$ cat src/rtl/arb_pkg.sv
// rtl/arb_pkg.sv - shared types and constants for the N-requester arbiter
package arb_pkg;

    typedef enum logic {ARB_IDLE, ARB_BUSY} arb_state_e;

    localparam logic ARB_MODE_RR    = 1'b0;
    localparam logic ARB_MODE_FIXED = 1'b1;

    // Index following idx, wrapping at n back to zero.
    function automatic int wrap_inc(input int idx, input int n);
        return (idx == n - 1) ? 0 : idx + 1;
    endfunction

endpackage

$ cat src/rtl/arb_n_if.sv
// rtl/arb_n_if.sv - request/grant bundle between bus masters and the arbiter
interface arb_n_if #(
    parameter int N_REQ = 4
) (
    input logic clk
);
    localparam int ID_W = $clog2(N_REQ);

    logic [N_REQ-1:0] request;
    logic             mode;
    logic [N_REQ-1:0] grant;
    logic             grant_valid;
    logic [ID_W-1:0]  grant_id;
    logic             timeout;

    modport master (
        input  clk,
        output request, mode,
        input  grant, grant_valid, grant_id, timeout
    );

    modport slave (
        input  clk,
        input  request, mode,
        output grant, grant_valid, grant_id, timeout
    );

endinterface

$ cat src/rtl/arb_rr_pick.sv
// rtl/arb_rr_pick.sv - combinational rotating/fixed priority picker
module arb_rr_pick
    import arb_pkg::*;
#(
    parameter int N_REQ = 4,
    localparam int ID_W = $clog2(N_REQ)
) (
    input  logic [N_REQ-1:0] req,
    input  logic [N_REQ-1:0] mask,
    input  logic [ID_W-1:0]  ptr,
    input  logic             mode,
    output logic [N_REQ-1:0] onehot,
    output logic [ID_W-1:0]  idx,
    output logic             any
);

    logic [N_REQ-1:0] eligible;
    logic [ID_W-1:0]  cand;
    int               pos;

    assign eligible = req & ~mask;

    // Walk every slot once starting at ptr (or 0 in fixed mode); first hit wins.
    always_comb begin
        onehot = '0;
        idx    = '0;
        any    = 1'b0;
        pos    = 0;
        cand   = '0;
        for (int i = 0; i < N_REQ; i++) begin
            pos  = (mode == ARB_MODE_FIXED) ? i : (int'(ptr) + i) % N_REQ;
            cand = ID_W'(pos);
            if (!any && eligible[cand]) begin
                any          = 1'b1;
                idx          = cand;
                onehot[cand] = 1'b1;
            end
        end
    end

endmodule

$ cat src/rtl/arb_rr_n.sv
// rtl/arb_rr_n.sv - N-requester arbiter, round-robin or fixed priority with hold limit
module arb_rr_n
    import arb_pkg::*;
#(
    parameter int N_REQ    = 4,
    parameter int MAX_HOLD = 8
) (
    input logic    clk,
    input logic    rst,
    arb_n_if.slave bus
);

    localparam int ID_W   = $clog2(N_REQ);
    localparam int HOLD_W = (MAX_HOLD > 1) ? $clog2(MAX_HOLD + 1) : 1;
    localparam logic [HOLD_W-1:0] HOLD_MAX = HOLD_W'(MAX_HOLD);
    localparam logic [HOLD_W-1:0] HOLD_ONE = HOLD_W'(1);

    arb_state_e        state_q, state_d;
    logic [N_REQ-1:0]  grant_q, grant_d;
    logic              grant_valid_q;
    logic [ID_W-1:0]   grant_id_q, grant_id_d;
    logic              timeout_q, timeout_d;
    logic [ID_W-1:0]   ptr_q, ptr_d;
    logic [HOLD_W-1:0] hold_q, hold_d;

    logic [N_REQ-1:0]  pick_mask;
    logic [N_REQ-1:0]  pick_onehot;
    logic [ID_W-1:0]   pick_idx;
    logic              pick_any;
    logic              owner_req;
    logic              others_pending;
    logic              preempt;

    assign owner_req      = |(bus.request & grant_q);
    assign others_pending = |(bus.request & ~grant_q);
    assign preempt        = (MAX_HOLD != 0) && (state_q == ARB_BUSY) && owner_req
                            && (hold_q == HOLD_MAX) && others_pending;

    // The current owner is never a candidate while busy, so a pre-emption hands over.
    assign pick_mask = (state_q == ARB_BUSY) ? grant_q : '0;

    arb_rr_pick #(
        .N_REQ (N_REQ)
    ) u_pick (
        .req    (bus.request),
        .mask   (pick_mask),
        .ptr    (ptr_q),
        .mode   (bus.mode),
        .onehot (pick_onehot),
        .idx    (pick_idx),
        .any    (pick_any)
    );

    always_comb begin
        state_d    = state_q;
        grant_d    = grant_q;
        grant_id_d = grant_id_q;
        ptr_d      = ptr_q;
        hold_d     = hold_q;
        timeout_d  = 1'b0;
        case (state_q)
            ARB_IDLE: begin
                if (pick_any) begin
                    state_d    = ARB_BUSY;
                    grant_d    = pick_onehot;
                    grant_id_d = pick_idx;
                    ptr_d      = ID_W'(wrap_inc(int'(pick_idx), N_REQ));
                    hold_d     = HOLD_ONE;
                end
            end
            ARB_BUSY: begin
                if (owner_req && !preempt) begin
                    if ((MAX_HOLD != 0) && (hold_q != HOLD_MAX)) begin
                        hold_d = hold_q + HOLD_ONE;
                    end
                end else if (pick_any) begin
                    grant_d    = pick_onehot;
                    grant_id_d = pick_idx;
                    ptr_d      = ID_W'(wrap_inc(int'(pick_idx), N_REQ));
                    hold_d     = HOLD_ONE;
                    timeout_d  = preempt;
                end else begin
                    state_d    = ARB_IDLE;
                    grant_d    = '0;
                    grant_id_d = '0;
                    hold_d     = '0;
                end
            end
            default: begin
                state_d    = ARB_IDLE;
                grant_d    = '0;
                grant_id_d = '0;
                hold_d     = '0;
            end
        endcase
    end

    always_ff @(posedge clk) begin
        if (rst) begin
            state_q       <= ARB_IDLE;
            grant_q       <= '0;
            grant_valid_q <= 1'b0;
            grant_id_q    <= '0;
            timeout_q     <= 1'b0;
            ptr_q         <= '0;
            hold_q        <= '0;
        end else begin
            state_q       <= state_d;
            grant_q       <= grant_d;
            grant_valid_q <= |grant_d;
            grant_id_q    <= grant_id_d;
            timeout_q     <= timeout_d;
            ptr_q         <= ptr_d;
            hold_q        <= hold_d;
        end
    end

    assign bus.grant       = grant_q;
    assign bus.grant_valid = grant_valid_q;
    assign bus.grant_id    = grant_id_q;
    assign bus.timeout     = timeout_q;

endmodule

$ cat src/flat_wrapper.sv
// flat-port wrapper written by rule: the top's interface ports become plain ports
module arb_rr_n_flat import arb_pkg::*;
#(
    parameter int N_REQ    = 4,
    parameter int MAX_HOLD = 8
)
  (clk, rst, bus_request, bus_mode, bus_grant, bus_grant_valid, bus_grant_id, bus_timeout);
  arb_n_if #(.N_REQ(N_REQ)) bus_i (.clk(clk));
  input logic clk;
  input logic rst;
  input wire logic [$bits(bus_i.request)-1:0] bus_request;
  input wire logic [$bits(bus_i.mode)-1:0] bus_mode;
  output wire logic [$bits(bus_i.grant)-1:0] bus_grant;
  output wire logic [$bits(bus_i.grant_valid)-1:0] bus_grant_valid;
  output wire logic [$bits(bus_i.grant_id)-1:0] bus_grant_id;
  output wire logic [$bits(bus_i.timeout)-1:0] bus_timeout;
  assign bus_i.request = bus_request;
  assign bus_i.mode = bus_mode;
  assign bus_grant = bus_i.grant;
  assign bus_grant_valid = bus_i.grant_valid;
  assign bus_grant_id = bus_i.grant_id;
  assign bus_timeout = bus_i.timeout;
  arb_rr_n #(.N_REQ(N_REQ), .MAX_HOLD(MAX_HOLD)) u_core (.clk(clk), .rst(rst), .bus(bus_i));
endmodule
$ cat config.mk
export PLATFORM = sky130hd
export DESIGN_NAME = arb_rr_n_flat
export DESIGN_NICKNAME = d
export VERILOG_FILES = /design/src/rtl/arb_pkg.sv /design/src/rtl/arb_n_if.sv /design/src/rtl/arb_rr_pick.sv /design/src/rtl/arb_rr_n.sv /design/src/flat_wrapper.sv
export SDC_FILE = /design/constraint.sdc
export NUM_CORES = 1
export LEC_CHECK = 0
export ABC_AREA = 1
export BUFFER_PORTS_ARGS = -buffer_cell sky130_fd_sc_hd__buf_2
export CAP_MARGIN = 40
export CORE_ASPECT_RATIO = 1.75
export CORE_MARGIN = 1
export CORE_UTILIZATION = 50
export CTS_BUF_LIST = sky130_fd_sc_hd__clkbuf_4 sky130_fd_sc_hd__clkbuf_8
export CTS_CLUSTER_SIZE = 28
export DETAILED_ROUTE_END_ITERATION = 12
export PLACE_DENSITY = 0.75
export SETUP_SLACK_MARGIN = 0.1
export SKIP_LAST_GASP = 1
export SLEW_MARGIN = 15
export SYNTH_ARGS = -nofsm -noshare
export SYNTH_HDL_FRONTEND = slang
export SYNTH_HIERARCHICAL = 1
export SYNTH_SLANG_ARGS = --single-unit
export TNS_END_PERCENT = 100
$ cat constraint.sdc
create_clock -name clk -period 2.76 [get_ports clk]
set_input_delay 0.69 -clock clk [delete_from_list [all_inputs] [get_ports clk]]
set_output_delay 0.69 -clock clk [all_outputs]
set_load 0.02 [all_outputs]
==> metrics.txt <==
Clock Latency Late Sink 240 ps; die area 3080 µm²; Final min period 2390 ps; Overall Global Routing Usage 0.223; Port Buffers 14; Max VDD drop 0.384 mV; die width 42.4 µm; clock root cell clkbuf_8; Synth Register Bits 15; average cell area after synthesis 6.40 µm²; hold-fix buffers at CTS 0; routability cong. 0.917; first-pass GRT wire length ~5300 µm; vias in the first global route 1307; max_slew headroom 0.757; count of pins over their slew limit 0; initial antenna violation count 0; post_cts resized 0; Nets 250; share of cells above drive strength 1 0.251; Critical Path RT 2900 ps; Synth top area share 0.211; hold_ws roughly 470 ps; most numerous cell in the Yosys netlist nand2_1; Synth Cell Area roughly 1400 µm²; crit-path leading delay family simple AND/OR/NAND/NOR gates; 1st-pass router iterations 4; FMAX roughly 420 MHz; Worst EP arrival between 2000 and 3000 ps; P&R area growth vs syn 7.28%; total number of yosys warnings 6; Iteration-0 DRC Markers 32; setup_tns 0 ps; CP Class primary input to flip-flop; Slowest cell on crit path nand2_2; CP Buf/Inv Count 4; Area contributors post-synth dfxtp_1 21%, nand2_1 16%, inv_1 7.6%; Placed Cells incl. Taps 262; Tcrit/Tclk final 0.867; commonest cells in the netlist 60 x nand2_1, 29 x inv_1, 26 x nor2_1; Post-route DRC 0; final antenna-violating net count 0; HP Class flip-flop to flip-flop; RSZ-0062 raised after global routing no; status complete, no violations; Reg clk slew, reported paths roughly 60 ps; post-CTS setup buffer count 0; Crit Path Max Fanout 13; cell mode on critical path nand2_4; Starting Density 0.530; leakage 0.848 nW; Crit. End Element flip-flop; row count 25; Syn Inst Count 223; area of the core roughly 2700 µm²; CTS tree built; Routed Wire Length 3210 µm; max_cap viols 0; global route overflow 0; crit path cell chain buf_2 > inv_2 > nand2_2 > nand2_1 > nand2_4 > nand2_4 > nand2_4 > nand2_4 > nor2_8 > o211ai_1 > nor2_1 > inv_1 > nand2_1 > inv_2 > nand4_1 > xor2_1 > nor2_1; fillers 280; Vias/cell 5.14; IO Pins 15; ANT cells 0; asr flop ratio synth 0; CTS Buffer Depth 2; Tightest Pin Transition ~360 ps; ys flop type dfxtp_1; PD cells 906 nW/µm²; Seq/Total Area, Yosys 0.211; number of H-tree levels 1; Layout Cells excl Fill between 200 and 300; Startpoint Class primary input; synth unique cells 27; final hold viol count 0; Final setup viols 0; number of flops mapped to enable cells by yosys 0; Num CTS Buffers 3; wire per inst 12.0 µm; Synth Net Count around 230; DP Wirelength between 2000 and 3000 µm; die outline height 72.7 µm; largest net degree at the start of global routing 14; dominant cell type by area after synthesis dfxtp_1; Max stage delay on crit path 210 ps; Worst Skew 2.70 ps; CTS Sinks 15; via count 1367
final timing paths:
| path | startpoint | endpoint | slack [ps] | cells past startpoint |
|---|---|---|---|---|
| max | bus_mode | u_core/hold_q[3] | 370 | 17 |
| min | u_core/bus.grant_id[1] | u_core/bus.grant_id[1] | 470 | 2 |
| max reg2reg | u_core/ptr_q[0] | u_core/hold_q[3] | 530 | 14 |
| min reg2reg | u_core/bus.grant_id[1] | u_core/bus.grant_id[1] | 470 | 2 |
metal layers:
| layer | vias up | wire, µm | track usage |
|---|---|---|---|
| li1 | 724 | - | - |
| met1 | 598 | 1300 | 0.227 |
| met2 | 28 | 1660 | 0.414 |
| met3 | 17 | 43 | 0.0149 |
| met4 | 0 | 199 | 0.160 |
| met5 | - | 0 | 0 |
worst min-delay path, cell delays in order (launching register included):
cell	delay, ps
dfxtp_1	300
nand2_1	60
a21oi_1	50
stage by stage:
step | worst slack (ps) | util | cell area [µm²] | total power, mW
6_report | 367 | 0.569 | 1530 | 1.39
5_1_grt | 139 | 0.569 | 1530 | 1.50
4_1_cts | 364 | 0.569 | 1530 | 1.39
3_5_place_dp | 124 | 0.551 | 1480 | 1.20
3_3_place_gp | 151 | 0.551 | 1480 | 1.19
2_1_floorplan | 310 | - | 1430 | 1.05
layout make-up:
class / instances / area, µm² / share of cell area
timing repair buffer: 16 / 85.1 / 0.0556
inverter: 37 / 141 / 0.0924
tap: 27 / 33.8 / 0.0221
multi-input combinational: 167 / 921 / 0.602
clock buffer: 4 / 48.8 / 0.0319
sequential: 15 / 300 / 0.196
cell usage in the layout, fill, tap and decap left out:
| cell type | synthesis | routed |
|---|---|---|
| nand3_4 | 1 | 1 |
| clkbuf_4 | 0 | 1 |
| nand4_1 | 2 | 2 |
| nor2_4 | 2 | 2 |
| dfxtp_1 | 15 | 15 |
| nand3_2 | 3 | 3 |
| nand2_4 | 9 | 9 |
| nor2_1 | 26 | 26 |
| a21oi_1 | 12 | 12 |
| buf_2 | 0 | 14 |
| o21ai_1 | 3 | 3 |
| nor4_1 | 1 | 1 |
| nand4_2 | 1 | 1 |
| inv_1 | 29 | 29 |
| xor2_1 | 2 | 2 |
| nor2_2 | 2 | 2 |
| o211ai_1 | 2 | 2 |
| clkbuf_8 | 0 | 3 |
| buf_4 | 0 | 2 |
| ha_1 | 3 | 3 |
| nor2_8 | 2 | 2 |
| inv_2 | 7 | 7 |
| nand2_2 | 12 | 12 |
| nand2_1 | 60 | 60 |
| o21bai_1 | 1 | 1 |
| inv_4 | 1 | 1 |
| nand3_1 | 21 | 21 |
| o21ai_0 | 2 | 2 |
registers in the layout, indices dropped and copies added, names as in the netlist:
register and count:
u_core/bus.grant 4, u_core/bus.grant_id 2, u_core/bus.grant_valid 1, u_core/bus.timeout 1
u_core/hold_q 4, u_core/ptr_q 2, u_core/state_q 1
cells by family (layout without fill, tap and decap cells):
kind of cell | after synthesis | in the layout | synth area share
and+or+nand+nor | 142 | 142 | 0.532
buffers and inverters | 41 | 57 | 0.144
AOI/OAI and AO/OA | 20 | 20 | 0.0754
DFF | 15 | 15 | 0.211
adders and majority gates | 3 | 3 | 0.0263
xor gates and xnor gates | 2 | 2 | 0.0123
power by group:
| group | internal [mW] | leakage (nW) | switching [mW] |
|---|---|---|---|
| clock network | 0.112 | 0.0262 | 0.0723 |
| registers | 0.276 | 0.123 | 0.0629 |
| logic | 0.285 | 0.698 | 0.578 |
(Power assumes the default switching activity.)
